### src/rtl/arima_stream_pkg.sv
// Shared state type and sizing helpers for the ARIMA BRAM streamer.
package arima_stream_pkg;

  typedef enum logic [1:0] {IDLE, RUN, FINISH} stream_state_e;

  localparam int unsigned RD_LAT_MAX = 3;

  // One slot per in-flight read plus the word currently presented to the core.
  function automatic int unsigned FIFO_DEPTH_OF(input int unsigned rd_lat);
    return rd_lat + 1;
  endfunction

endpackage

### src/rtl/stream_skid_fifo.sv
// Small circular skid FIFO that absorbs BRAM read returns ahead of the core.
module stream_skid_fifo #(
  parameter int unsigned N     = 32,
  parameter int unsigned DEPTH = 2,
  localparam int unsigned PW   = (DEPTH > 1) ? $clog2(DEPTH) : 1,
  localparam int unsigned CW   = $clog2(DEPTH + 1)
) (
  input  logic          clk,
  input  logic          reset,
  input  logic          clear,
  input  logic          push,
  input  logic [N-1:0]  push_data,
  input  logic          pop,
  output logic [N-1:0]  rd_data,
  output logic          empty,
  output logic [CW-1:0] count
);

  localparam logic [PW-1:0] LastIdx = PW'(DEPTH - 1);

  logic [N-1:0]  mem_q [DEPTH];
  logic [PW-1:0] head_q, tail_q;
  logic [CW-1:0] count_q;
  logic          do_push, do_pop;

  function automatic logic [PW-1:0] next_idx(input logic [PW-1:0] idx);
    return (idx == LastIdx) ? '0 : idx + PW'(1);
  endfunction

  assign do_pop  = pop && (count_q != '0);
  assign do_push = push && ((count_q != CW'(DEPTH)) || do_pop);

  always_ff @(posedge clk or negedge reset) begin
    if (!reset) begin
      head_q  <= '0;
      tail_q  <= '0;
      count_q <= '0;
    end else if (clear) begin
      head_q  <= '0;
      tail_q  <= '0;
      count_q <= '0;
    end else begin
      if (do_push) tail_q <= next_idx(tail_q);
      if (do_pop)  head_q <= next_idx(head_q);
      count_q <= count_q + CW'(do_push) - CW'(do_pop);
    end
  end

  always_ff @(posedge clk) begin
    if (do_push && !clear) mem_q[tail_q] <= push_data;
  end

  assign empty   = (count_q == '0);
  assign count   = count_q;
  // Drive zero when empty so the sample bus is clean out of reset.
  assign rd_data = empty ? '0 : mem_q[head_q];

endmodule

### src/rtl/arima_mem_streamer.sv
// BRAM front-end for the ARIMA core: streams samples out, writes predictions back.
// Optional starvation counter output stall_cnt is built when ARIMA_STREAM_STATS_EN is defined.
module arima_mem_streamer
  import arima_stream_pkg::*;
#(
  parameter int unsigned N       = 32,
  parameter int unsigned AW      = 11,
  parameter int unsigned DEPTH   = 2048,
  parameter int unsigned RD_LAT  = 1,
  parameter int unsigned WB_BASE = 1024
) (
  input  logic          clk,
  input  logic          reset,
  input  logic          start,
  input  logic [AW:0]   num_samples,
  output logic [AW-1:0] mem_addr,
  output logic          mem_en,
  output logic          mem_we,
  output logic [N-1:0]  mem_din,
  input  logic [N-1:0]  mem_dout,
  output logic          smp_valid,
  output logic [N-1:0]  smp_data,
  input  logic          smp_ready,
  input  logic          pred_valid,
  input  logic [N-1:0]  pred_data,
  output logic          pred_ready,
  output logic          busy,
  output logic          done,
`ifdef ARIMA_STREAM_STATS_EN
  output logic [31:0]   stall_cnt,
`endif
  output logic [AW:0]   sample_cnt
);

  localparam int unsigned Lat       = (RD_LAT == 0) ? 1 :
                                      (RD_LAT > RD_LAT_MAX) ? RD_LAT_MAX : RD_LAT;
  localparam int unsigned FifoDepth = FIFO_DEPTH_OF(Lat);
  localparam int unsigned CntW      = $clog2(FifoDepth + 1);
  localparam int unsigned OccW      = CntW + 1;
  localparam int unsigned PtrW      = AW + 1;
  localparam logic [AW-1:0] LastAddr = AW'(DEPTH - 1);
  localparam logic [AW-1:0] WbStart  = AW'(WB_BASE % DEPTH);

  stream_state_e state_q;
  logic [AW:0]     n_q, rd_ptr_q, wr_ptr_q, wr_ptr_d;
  logic [AW-1:0]   rd_addr_q, wr_addr_q;
  logic [Lat-1:0]  pipe_q, pipe_d;
  logic [CntW-1:0] fifo_cnt;
  logic [OccW-1:0] inflight, occ;
  logic            busy_q, done_q;
  logic            fifo_empty, fifo_pop, start_run, run, do_write, do_read;

  assign run        = (state_q == RUN);
  assign start_run  = (state_q == IDLE) && start;
  assign pred_ready = run && (wr_ptr_q < n_q);
  assign do_write   = pred_ready && pred_valid;
  assign smp_valid  = !fifo_empty;
  assign fifo_pop   = smp_valid && smp_ready;

  // Reserve a FIFO slot for every read still in the BRAM pipeline.
  always_comb begin
    inflight = '0;
    for (int i = 0; i < int'(Lat); i++) begin
      inflight = inflight + OccW'(pipe_q[i]);
    end
    occ = OccW'(fifo_cnt) + inflight - OccW'(fifo_pop);
  end

  assign do_read  = run && !do_write && (rd_ptr_q < n_q) && (occ < OccW'(FifoDepth));
  assign mem_en   = do_write || do_read;
  assign mem_we   = do_write;
  assign mem_addr = do_write ? wr_addr_q : (do_read ? rd_addr_q : '0);
  assign mem_din  = do_write ? pred_data : '0;
  assign wr_ptr_d = wr_ptr_q + PtrW'(do_write);
  assign pipe_d   = Lat'({pipe_q, do_read});

  always_ff @(posedge clk or negedge reset) begin
    if (!reset) begin
      state_q   <= IDLE;
      busy_q    <= 1'b0;
      done_q    <= 1'b0;
      n_q       <= '0;
      rd_ptr_q  <= '0;
      wr_ptr_q  <= '0;
      rd_addr_q <= '0;
      wr_addr_q <= WbStart;
      pipe_q    <= '0;
    end else begin
      pipe_q <= pipe_d;
      unique case (state_q)
        IDLE: begin
          if (start) begin
            n_q       <= num_samples;
            rd_ptr_q  <= '0;
            wr_ptr_q  <= '0;
            rd_addr_q <= '0;
            wr_addr_q <= WbStart;
            pipe_q    <= '0;
            busy_q    <= 1'b1;
            if (num_samples == '0) begin
              state_q <= FINISH;
              done_q  <= 1'b1;
            end else begin
              state_q <= RUN;
            end
          end
        end
        RUN: begin
          if (do_read) begin
            rd_ptr_q  <= rd_ptr_q + PtrW'(1);
            rd_addr_q <= (rd_addr_q == LastAddr) ? '0 : rd_addr_q + AW'(1);
          end
          if (do_write) begin
            wr_ptr_q  <= wr_ptr_d;
            wr_addr_q <= (wr_addr_q == LastAddr) ? '0 : wr_addr_q + AW'(1);
          end
          if (wr_ptr_d == n_q) begin
            state_q <= FINISH;
            done_q  <= 1'b1;
          end
        end
        FINISH: begin
          state_q <= IDLE;
          busy_q  <= 1'b0;
          done_q  <= 1'b0;
        end
        default: begin
          state_q <= IDLE;
          busy_q  <= 1'b0;
          done_q  <= 1'b0;
        end
      endcase
    end
  end

  assign busy       = busy_q;
  assign done       = done_q;
  assign sample_cnt = wr_ptr_q;

  stream_skid_fifo #(
    .N     (N),
    .DEPTH (FifoDepth)
  ) u_fifo (
    .clk       (clk),
    .reset     (reset),
    .clear     (start_run),
    .push      (pipe_q[Lat-1]),
    .push_data (mem_dout),
    .pop       (fifo_pop),
    .rd_data   (smp_data),
    .empty     (fifo_empty),
    .count     (fifo_cnt)
  );

`ifdef ARIMA_STREAM_STATS_EN
  logic [31:0] stall_q;

  // Cycles where the core wanted a sample but none was ready.
  always_ff @(posedge clk or negedge reset) begin
    if (!reset) begin
      stall_q <= '0;
    end else if (start_run) begin
      stall_q <= '0;
    end else if (run && smp_ready && !smp_valid && (stall_q != '1)) begin
      stall_q <= stall_q + 32'd1;
    end
  end

  assign stall_cnt = stall_q;
`endif

endmodule

### config.mk
export PLATFORM = sky130hd
export DESIGN_NAME = arima_mem_streamer
export DESIGN_NICKNAME = d
export VERILOG_FILES = /design/src/rtl/arima_stream_pkg.sv /design/src/rtl/stream_skid_fifo.sv /design/src/rtl/arima_mem_streamer.sv
export SDC_FILE = /design/constraint.sdc
export NUM_CORES = 1
export LEC_CHECK = 0
export ABC_AREA = 1
export CAP_MARGIN = 15
export CORE_MARGIN = 10
export CORE_UTILIZATION = 47
export CTS_BUF_LIST = sky130_fd_sc_hd__clkbuf_8
export DETAILED_ROUTE_END_ITERATION = 8
export PLACE_DENSITY = 0.79
export SLEW_MARGIN = 20
export SYNTH_ARGS = -nofsm -noshare
export SYNTH_HDL_FRONTEND = slang
export SYNTH_SLANG_ARGS = --single-unit
### constraint.sdc
create_clock -name clk -period 3.2 [get_ports clk]
set_clock_uncertainty 0.1 [all_clocks]
set_input_delay 0.64 -clock clk [delete_from_list [all_inputs] [get_ports clk]]
set_output_delay 0.64 -clock clk [all_outputs]
set_load 0.02 [all_outputs]
Word level (Yosys, flattened, before mapping)
Memory sizes are Yosys's and may differ from the RTL's.
Index checks and enable logic that the tools add are counted.
Widths: inputs -> output; s select.
{"block": "totals", "reg_bits": 67, "latchBits": 0, "ram_bits": 64, "romBits": 0, "inputBits": 81, "output_inout_bits": 93, "elab_cells": 103, "n_memories": 1}
{"memory": "u_fifo.mem_q", "depth": 2, "word_bits": 32, "read_ports": 1, "rd_ports_with_merged_regs": 0, "wr": 1, "line": "stream_skid_fifo.sv:21", "text": "logic [N-1:0] mem_q [DEPTH];"}
{"block": "op_classes", "n_addsub": 10, "mul": 0, "div": 0, "magnitude_cmp": 3, "n_eq_ne": 10, "shift": 0, "mux": 38, "n_bitwise": 1, "n_reduce_logical": 28}
{"operator": "$mux 11", "n": 8}
{"operator": "$mux 32", "n": 2}
{"operator": "$pmux 12 s2", "n": 2}
{"operator": "$pmux 11 s2", "n": 2}
{"operator": "$mux 12", "n": 3}
{"operator": "$lt 12x12->1", "n": 2}
{"operator": "$add 11x1->11 const B", "n": 2}
{"operator": "$eq 11x11->1 const B", "n": 2}
{"operator": "$mux 1", "n": 14}
{"operator": "$add 12x1->12", "n": 1}
{"operator": "$add 12x1->12 const B", "n": 1}
{"operator": "$eq 12x12->1", "n": 1}
{"operator": "$logic_not 12->1", "n": 1}
{"operator": "$logic_and 1x1->1", "n": 10}
{"operator": "$reduce_and 3->1", "n": 3}
{"operator": "$mux 2", "n": 4}
{"operator": "$ne 2x1->1 const B", "n": 4}
{"operator": "$reduce_bool 2->1", "n": 4}
{"operator": "$reduce_and 2->1", "n": 3}
{"operator": "$logic_not 2->1", "n": 2}
{"operator": "$ne 2x2->1 const B", "n": 2}
{"operator": "$pmux 1 s2", "n": 2}
{"operator": "$pmux 2 s2", "n": 1}
{"operator": "$add 2x1->3", "n": 1}
{"operator": "other kinds (9)", "n": 13}

Depth between registers and ports, before layout
Gate-level depths: netlist of run 1.
{"block": "logic_depth", "word_depth": 9, "depth_mapped": 24, "mapped_depth_nobuf": 23}

Hierarchy
From an unflattened synthesis of run 1, not the netlist that was laid out.
{"block": "unflattened", "hier_cells": 868, "hier_area_um2": 7329.5}
{"mod": "arima_mem_streamer", "n_inst": 1, "cells_each": 661, "area_per_inst_um2": 4516.8, "seq_area_each_um2": 1577.8}
{"mod": "stream_skid_fifo", "n_inst": 1, "cells_each": 207, "area_per_inst_um2": 2812.7, "seq_area_each_um2": 2021.9}

Worst setup path before layout of run 1
OpenSTA, ideal clock, no wires.
{"block": "synth_timing", "path_type": "register to output", "from": "register u_fifo.count_q[1], in the netlist u_fifo.count[1]", "to": "output mem_addr[10]", "arrival_ns": 2.903, "t_required_ns": 2.460, "path_slack_ns": -0.443, "stages_incl_launch_ff": 15, "path_buffers": 1, "cell_sequence": "dfrtp_1 nor2_1 inv_1 nand2_1 inv_1 ha_1 inv_1 nand2_1 fa_1 nor3b_2 o211ai_1 nor3_2 nand2_2 buf_2 o22ai_1"}
{"block": "synth_via", "elab_chain_cells": 8, "elab_cells_between_ends": 9, "classes_between": "add/sub (2); order compare (1); mux (2); reduce/logical (4)"}
{"element": "from (decl)", "line": "stream_skid_fifo.sv:23", "text": "logic [CW-1:0] count_q;"}
{"element": "from (signal assigned)", "line": "stream_skid_fifo.sv:45", "text": "count_q <= count_q + CW'(do_push) - CW'(do_pop);"}
{"element": "$logic_not 2->1", "line": "stream_skid_fifo.sv:53", "text": "assign empty = (count_q == '0);"}
{"element": "$logic_not 1->1", "line": "arima_mem_streamer.sv:57", "text": "assign smp_valid = !fifo_empty;"}
{"element": "via smp_valid", "line": "arima_mem_streamer.sv:21", "text": "output logic smp_valid,"}
{"element": "$logic_and 1x1->1", "line": "arima_mem_streamer.sv:58", "text": "assign fifo_pop = smp_valid && smp_ready;"}
{"element": "$sub 3x1->3", "line": "arima_mem_streamer.sv:66", "text": "occ = OccW'(fifo_cnt) + inflight - OccW'(fifo_pop);"}
{"element": "$lt 3x2->1", "line": "arima_mem_streamer.sv:69", "text": "assign do_read = run && !do_write && (rd_ptr_q < n_q) && (occ < OccW'(FifoDepth));"}
{"element": "$logic_and 1x1->1", "line": "arima_mem_streamer.sv:69"}
{"element": "$mux 11 (2 in a row)", "line": "arima_mem_streamer.sv:72", "text": "assign mem_addr = do_write ? wr_addr_q : (do_read ? rd_addr_q : '0);"}
{"element": "to (decl)", "line": "arima_mem_streamer.sv:16", "text": "output logic [AW-1:0] mem_addr,"}
The timed path passes the listed nets, and every way through them passes these cells.

Worst setup path in the final report of run 1
{"block": "layout_timing", "from": "register u_fifo.count_q[0], in the netlist u_fifo.count[0]", "to": "output mem_addr[5]"}
{"block": "layout_via", "elab_chain_cells": 8, "elab_cells_between_ends": 9, "classes_between": "add/sub (2); order compare (1); mux (2); reduce/logical (4)"}
{"element": "branches (longest 3 deep; another with $add 2x1->3)"}
{"element": "$sub 3x1->3 *", "line": "arima_mem_streamer.sv:66"}
{"element": "$lt 3x2->1 *", "line": "arima_mem_streamer.sv:69"}
{"element": "$logic_and 1x1->1 *", "line": "arima_mem_streamer.sv:69"}
{"element": "$mux 11 * (2 in a row)", "line": "arima_mem_streamer.sv:72"}
Every way passes the cells marked *.

==> results of run 1 <==
## worst max-delay path by stage
stage               slack [ps]  depth (start not counted)                     end                 startpoint
floorplan                   20                         19  state_q[0]$_DFFE_PN0P_  sample_cnt[5]$_DFFE_PN0P_
global placement         -1040                         14            mem_addr[10]                  smp_ready
detailed placement       -1140                         14             mem_addr[5]                  smp_ready
CTS                       -640                         14             mem_addr[5]  u_fifo.count[1]$_DFF_PN0_
global route              -620                         15             mem_addr[5]  u_fifo.count[0]$_DFF_PN0_
finish                    -500                         15             mem_addr[5]  u_fifo.count[0]$_DFF_PN0_
## metrics by stage
| stage | util | power, mW |
|---|---|---|
| 6_report | 0.683 | 8.00 |
| 5_1_grt | 0.683 | 8.49 |
| 4_1_cts | 0.676 | 7.91 |
| 3_5_place_dp | 0.638 | 6.02 |
| 3_3_place_gp | 0.638 | 5.93 |
| 2_1_floorplan | - | 4.43 |
## logic make-up (layout without fill, tap and decap cells)
kind of cell / after synthesis / after routing
and+or+nand+nor: 403 / 403
buffers and inverters: 157 / 394
AOI/OAI and AO/OA: 132 / 132
DFF: 131 / 131
adders and majority gates: 32 / 32
xor gates and xnor gates: 10 / 10
## routing by layer
layer | track usage | up-vias | wire [um]
met5 | 0 | - | 0
met4 | 0.0527 | 0 | 348
met3 | 0.0656 | 33 | 1900
met2 | 0.317 | 271 | 9770
met1 | 0.232 | 3139 | 8460
li1 | - | 3306 | -
## state kept, by name, summed over array words and instances (netlist names)
name / count
rd_addr_q: 11
done: 1
wr_addr_q: 11
u_fifo.head_q: 1
busy: 1
pipe_q: 1
u_fifo.tail_q: 1
rd_ptr_q: 12
u_fifo.count: 2
u_fifo.mem_q: 64
state_q: 2
sample_cnt: 12
n_q: 12
## synth_stat cells, drive strengths merged
cell type,number,area (um2)
dfstp,1,26.3
nor3b,3,27.5
nand4,35,219
o31ai,1,7.51
o21ai,66,379
nand3,51,270
inv,125,469
o22ai,11,68.8
o211ai,1,7.51
nor3,9,50.1
nor2,79,312
or2,2,12.5
a21boi,2,15.0
edfxtp,64,1920
nor4,1,6.26
o21bai,1,11.3
clkbuf,18,67.6
and3,1,6.26
xor2,3,26.3
buf,13,88.8
ha,31,388
dfrtp,66,1650
fa,1,20.0
nand2,221,847
nand3b,1,7.51
a21o,1,7.51
a21oi,49,245
xnor2,7,61.3
clkinv,1,3.75
## what timing repair did
action                     in CTS  in global routing
buffers inserted                5                  4
gates resized for setup       214                 39
gates cloned                    3                  1
setup endpoints to repair      52                 70
pin swaps                      10                 13
## cells in the final DEF (no fill, tap or decap), drive strengths merged, types with 9 or more instances in the layout
master         Yosys  layout
nand3             51      51
a21oi             49      49
nor2              79      79
o21ai             66      66
inv              125     126
clkdlybuf4s50      0     125
nor3               9       9
clkbuf            18      19
edfxtp            64      64
buf               13     107
dfrtp             66      66
ha                31      31
nand4             35      35
o22ai             11      11
nand2            221     221
## power by group through the flow
stage	clock, mW	combinational, mW	sequential (mW)
after floorplan	0	2.21	2.22
after global placement	0	3.72	2.21
after detailed placement	0	3.80	2.22
after CTS	1.77	3.95	2.19
after global routing	1.84	4.42	2.23
final	1.74	4.06	2.20
## area by class of cell
class / count / area (um2)
well taps: 188 / 235
inverters: 126 / 479
clock buffers: 17 / 234
repair buffers: 237 / 2240
fillers: 1180 / 4800
multi-input cells: 577 / 3300
flip-flops and latches: 131 / 3600
clock inverters: 14 / 259
==> metrics.txt, run 1 <==
status complete, but fails checks; failing checks negative setup slack; NumNets Final about 1.2k; DP Worst Slack -1140 ps; hold buffers post-CTS 0; vias in the first global route 6645; mean post-synth cell area 8.35 um2; first-pass GRT wire length 32100 um; CP endpoint kind output port; clk slew on worst S/H paths approximately 80 ps; switching pwr 3.20 mW; total grt overflow 0; initial antenna violation count 1; slowest stage delay, CP 470 ps; die area 20700 um2; unrepaired setup endpoints after global routing yes; Post-Synth Simple-Gate Area 0.243; WS Path Type reg2out; largest net degree at the start of global routing 46; Max Root-Sink Buffers 2; Synth Area in Compound Gates 0.103; worst r2r src n_q[7]$_DFFE_PN0P_; CTS Buf Count 17; via count 6749; fin area 10300 um2; worst slew pin tran ~570 ps; Worst VDD drop roughly 0.00039 V; Worst Hold Class in2async; worst r2r path cells 19; post-detail-place hpwl 14500 um; Post-DRT Antenna Nets 0; ANT cells 0; IO Port Bufs 173; final worst path period share 1.16; Max-slew headroom 0.619; combinational share of power 0.507; Inst Count DP between 1k and 1.5k; CP top delay family simple AND/OR/NAND/NOR gates; CP cell instances nor2_4 -> inv_4 -> nand2_4 -> inv_4 -> ha_4 -> inv_2 -> nand2_2 -> fa_1 -> nor3b_2 -> o211ai_1 -> nor3_2 -> nand2_2 -> buf_12 -> o21ai_4 -> buf_6; GP Congestion 0.855; worst hold slack 83.0 ps; Die Height 144 um; Worst Path Buf+Inv 5; Site Rows 45; register area share after synthesis 0.498; Ports ~170; wire length per cell 15.9 um; leak pwr 4.63 nW; Post-Syn Area 7220 um2; Int Pwr between 4 and 5 mW; Final Hold Fails 0; yosys warns 0; synthesis-to-finish area growth 43.2%; router iterations before antenna repair 5; Power Density 773 nW/um2; CTS H-tree depth 4; Worst Path Required 2460 ps; Placed Area 9670 um2; final setup vio count 12; Die W 144 um; Core Area 15100 um2; maxcap violations 0; Worst-Skew Late Latency 450 ps; Distinct cells, synth 40; CP max stage cell fa_1; post-synthesis adder-cell area fraction 0.0565; Sw Ratio 0.400; xor-xnor portion of the synthesized cell area 0.0121; CP max FO 7; Slew Limit Fails 0; Synth Net Count about 1000; sequential share of power 0.275; total routed wirelength just over 20000 um; Tmin final 3700 ps; clock sinks 131; share of layout cells above drive strength 1 0.196; flop2flop setup slack 120 ps; Residual DRC 0; setup tns final -5720 ps; Initial Util 0.477; #FFs+latches synth 131; main combinational cell family by area after synthesis simple AND/OR/NAND/NOR gates; Layout Cells excl Fill 1290; Max Clk Rate 0.270 GHz; CTS tree built; Critical R2R Capture state_q[0]$_DFFE_PN0P_; Worst Path Arrival 2960 ps; Iter 0 DRT Violations 452; final setup margin -505 ps; GRT Total Usage 0.192; Clock Tree Root clkbuf_8; Via density 5.23; synthesized instance count 865; Worst Setup Start Kind flop; mux cell area share after synthesis 0; clock power share 0.218
(Power assumes the default switching activity.)
==> run 2, diff against run 1 <==
Settings changed: SYNTH_HIERARCHICAL set to 1.
==> run 2 against run 1 <==
Effect of this change:
- the flow still finishes with violations (negative setup slack)
- critical path depth did not move
- non-clock buffer count rose by 18
- first-iteration DRC count rose by 6.6%
- routed wire length grew 8.5%
- synthesized cell count is 0.35% higher
- power rose by 3.3%
==> metrics.txt, run 2 <==
Core Area 15300 um2 (was 15100 um2); total routed wirelength 22200 um (was 20500 um); Worst VDD drop 0.000716 V (was 0.000386 V); Power Density 773 nW/um2 (about the same); area leader, netlist edfxtp_1 (unchanged); router iterations before antenna repair 5 (unchanged); post-synthesis adder-cell area fraction 0.0557 (was 0.0565); Synth Net Count 981 (was 978); clk slew on worst S/H paths 70 ps (was 80 ps); first-pass GRT wire length 34100 um (was 32100 um); Post-DRT Antenna Nets 0 (unchanged); total grt overflow 0 (unchanged); initial antenna violation count 1 (unchanged); synthesis-to-finish area growth 45.8% (was 43.2%); CTS H-tree depth 4 (unchanged); register area share after synthesis 0.491 (was 0.498); mean post-synth cell area 8.44 um2 (was 8.35 um2); EDFF count, synth 64 (unchanged); critical path's most frequent cell nand2_2; Die W 145 um (was 144 um); Site Rows 45 (unchanged); Worst Setup Start Kind flop (unchanged); failing checks negative setup slack (unchanged); maxcap violations 0 (unchanged); CTS tree built (unchanged); most frequent cells after synthesis nand2_1, inv_1, nor2_1 (unchanged); Residual DRC 0 (unchanged); yosys warns 6 (was 0); main flop type after synthesis dfrtp_1 (unchanged); Worst Hold Class in2async (unchanged); worst hold slack 185 ps (was 83.0 ps); leak pwr 4.66 nW (was 4.63 nW); CTS Buf Count 17 (unchanged); NumNets Final 1227 (was 1203); CP cell instances nor2_4 -> nor2_4 -> ha_4 -> inv_2 -> nand2_2 -> fa_2 -> nand2_2 -> nand3_2 -> nor4_2 -> nand3_1 -> nor2_1 -> nand2_2 -> buf_12 -> o21ai_4 -> buf_6 (was nor2_4 -> inv_4 -> nand2_4 -> inv_4 -> ha_4 -> inv_2 -> nand2_2 -> fa_1 -> nor3b_2 -> o211ai_1 -> nor3_2 -> nand2_2 -> buf_12 -> o21ai_4 -> buf_6); DP Worst Slack -1240 ps (was -1140 ps); post-detail-place hpwl 15600 um (was 14500 um); status complete, but fails checks (unchanged); synthesized instance count 868 (was 865); share of layout cells above drive strength 1 0.254 (was 0.196); wire length per cell 16.6 um (was 15.9 um); final setup margin -568 ps (was -505 ps); most numerous cell in the Yosys netlist nand2_1 (unchanged); asr flop ratio synth 0.511 (unchanged); Final Hold Fails 0 (unchanged); final setup vio count 12 (unchanged); Post-Synth Simple-Gate Area 0.245 (was 0.243); Max-slew headroom 0.561 (was 0.619); mux cell area share after synthesis 0 (unchanged); largest net degree at the start of global routing 50 (was 46); Worst-Skew Late Latency 470 ps (was 450 ps); vias in the first global route 6869 (was 6645); Worst Path Required 2460 ps (about the same); unrepaired setup endpoints after global routing yes (unchanged); clock sinks 131 (unchanged); Tmin final 3770 ps (was 3700 ps); CP max stage cell dfrtp_2 (was fa_1); CP endpoint kind output port (unchanged); max reg flops 64 (unchanged); via count 6913 (was 6749); die area 21000 um2 (was 20700 um2); slowest stage delay, CP 420 ps (was 470 ps); Max Root-Sink Buffers 2 (unchanged); ANT cells 0 (unchanged); Initial Util 0.480 (was 0.477); Clock Tree Root clkbuf_8 (unchanged); Via density 5.17 (was 5.23); WS Path Type reg2out (unchanged); setup tns final -6330 ps (was -5720 ps); commonest non-fill, non-tap cell in the layout nand2_1 (unchanged); GP Congestion 0.873 (was 0.855); CP max FO 7 (unchanged); worst slew pin tran 658 ps (was 571 ps); Post-Syn Area 7330 um2 (was 7220 um2); Ports 174 (unchanged); xor-xnor portion of the synthesized cell area 0.00717 (was 0.0121); fin util 0.701 (was 0.683); Area contributors post-synth edfxtp_1, dfrtp_1, nand2_1 (unchanged); Die Height 145 um (was 144 um); post-synth top area share 0.262 (was 0.266); Max Clk Rate 0.265 GHz (was 0.270 GHz); Synth Area in Compound Gates 0.106 (was 0.103); Slew Limit Fails 0 (unchanged); GRT Total Usage 0.206 (was 0.192); #FFs+latches synth 131 (unchanged); Iter 0 DRT Violations 482 (was 452); final worst path period share 1.18 (was 1.16); most frequent cells in the layout nand2_1, clkdlybuf4s50_1, inv_1, buf_4, dfrtp_1 (was nand2_1, clkdlybuf4s50_1, inv_1, nor2_1, dfrtp_1); Reg with most FFs u_fifo/mem_q (was u_fifo.mem_q); IO Port Bufs 173 (unchanged); main combinational cell family by area after synthesis simple AND/OR/NAND/NOR gates (unchanged); Worst Path Arrival 3030 ps (was 2960 ps); Distinct cells, synth 37 (was 40)
==> run 2: changes by cell type in the layout (fill, tap and decap cells not counted), moves of 12 or more <==
cell     delta
buf_4      +28
o21ai_2    -13
a21oi_2    +27
nor2_1     -12
buf_2      -22
nor2_2     +22
nand2_1    -13
o21ai_1    +14
nand3_1    +17
buf_6      +12
a21oi_1    -19
nand4_1    -23
==> run 2: metal layers <==
metal	vias up	share of wire	global-route usage
met1	3294	0.39	0.248
li1	3337	-	-
met4	2	0.014	0.0707
met2	253	0.51	0.347
met5	-	0.00059	0
met3	27	0.084	0.0574
==> run 2: cell type report <==
type,instances,area [um2]
Multi-Input combinational cell,580,3480
Tap cell,211,264
Timing Repair Buffer,255,2470
Clock inverter,15,141
Clock buffer,17,234
Sequential cell,131,3600
Inverter,129,495
Fill cell,1113,4570
==> run 2: timing repair <==
action / CTS / global route
cloned: 4 / 1
resized for setup: 264 / 60
endpoints found under the hold margin: 0 / 0
hold buffers: 0 / 0
buffers inserted: 4 / 10
endpoints found under the setup margin: 70 / 64
pin swaps: 12 / 27
==> run 2: through the flow <==
stage	power, mW	cell area, um2	instances
after CTS	7.98	10400	1328
after global placement	6.26	9790	1288
after global routing	8.78	10700	1338
final	8.26	10700	1338
after detailed placement	6.37	9790	1288
after floorplan	4.80	7490	868
==> run 2: final timing paths <==
path                                           startpoint                       end  slack, ps  depth (start not counted)
worst max-delay path            u_fifo/count[1]$_DFF_PN0_               mem_addr[2]       -570                         15
worst min-delay path                                reset  wr_addr_q[3]$_DFFE_PN0P_        190                          2
worst max register to register         n_q[5]$_DFFE_PN0P_          done$_DFFE_PN0P_         20                         24
worst min register to register           done$_DFFE_PN0P_          done$_DFFE_PN0P_        400                          2
max in group asynchronous                           reset        n_q[9]$_DFFE_PN0P_       2060                          3
min in group clk                         done$_DFFE_PN0P_          done$_DFFE_PN0P_        400                          2
==> run 2: cells by family after synthesis <==
family / Yosys count
adders and majority gates: 32
buffers and inverters: 157
and+or+nand+nor: 413
AOI/OAI and AO/OA: 129
DFF: 131
xor gates and xnor gates: 6
==> run 2: critical path: cells and delay by family, from the launching register on <==
| kind | cells | cell delay, ps |
|---|---|---|
| and+or+nand+nor | 9 | 1010 |
| buffers and inverters | 3 | 350 |
| DFF | 1 | 420 |
| AOI/OAI and AO/OA | 1 | 150 |
| adders and majority gates | 2 | 630 |
==> run 2: power breakdown <==
group          total (mW)  internal (mW)  switching (mW)
registers            2.31           2.11           0.200
clock network        1.36          0.681           0.675
logic                4.60           1.96            2.64
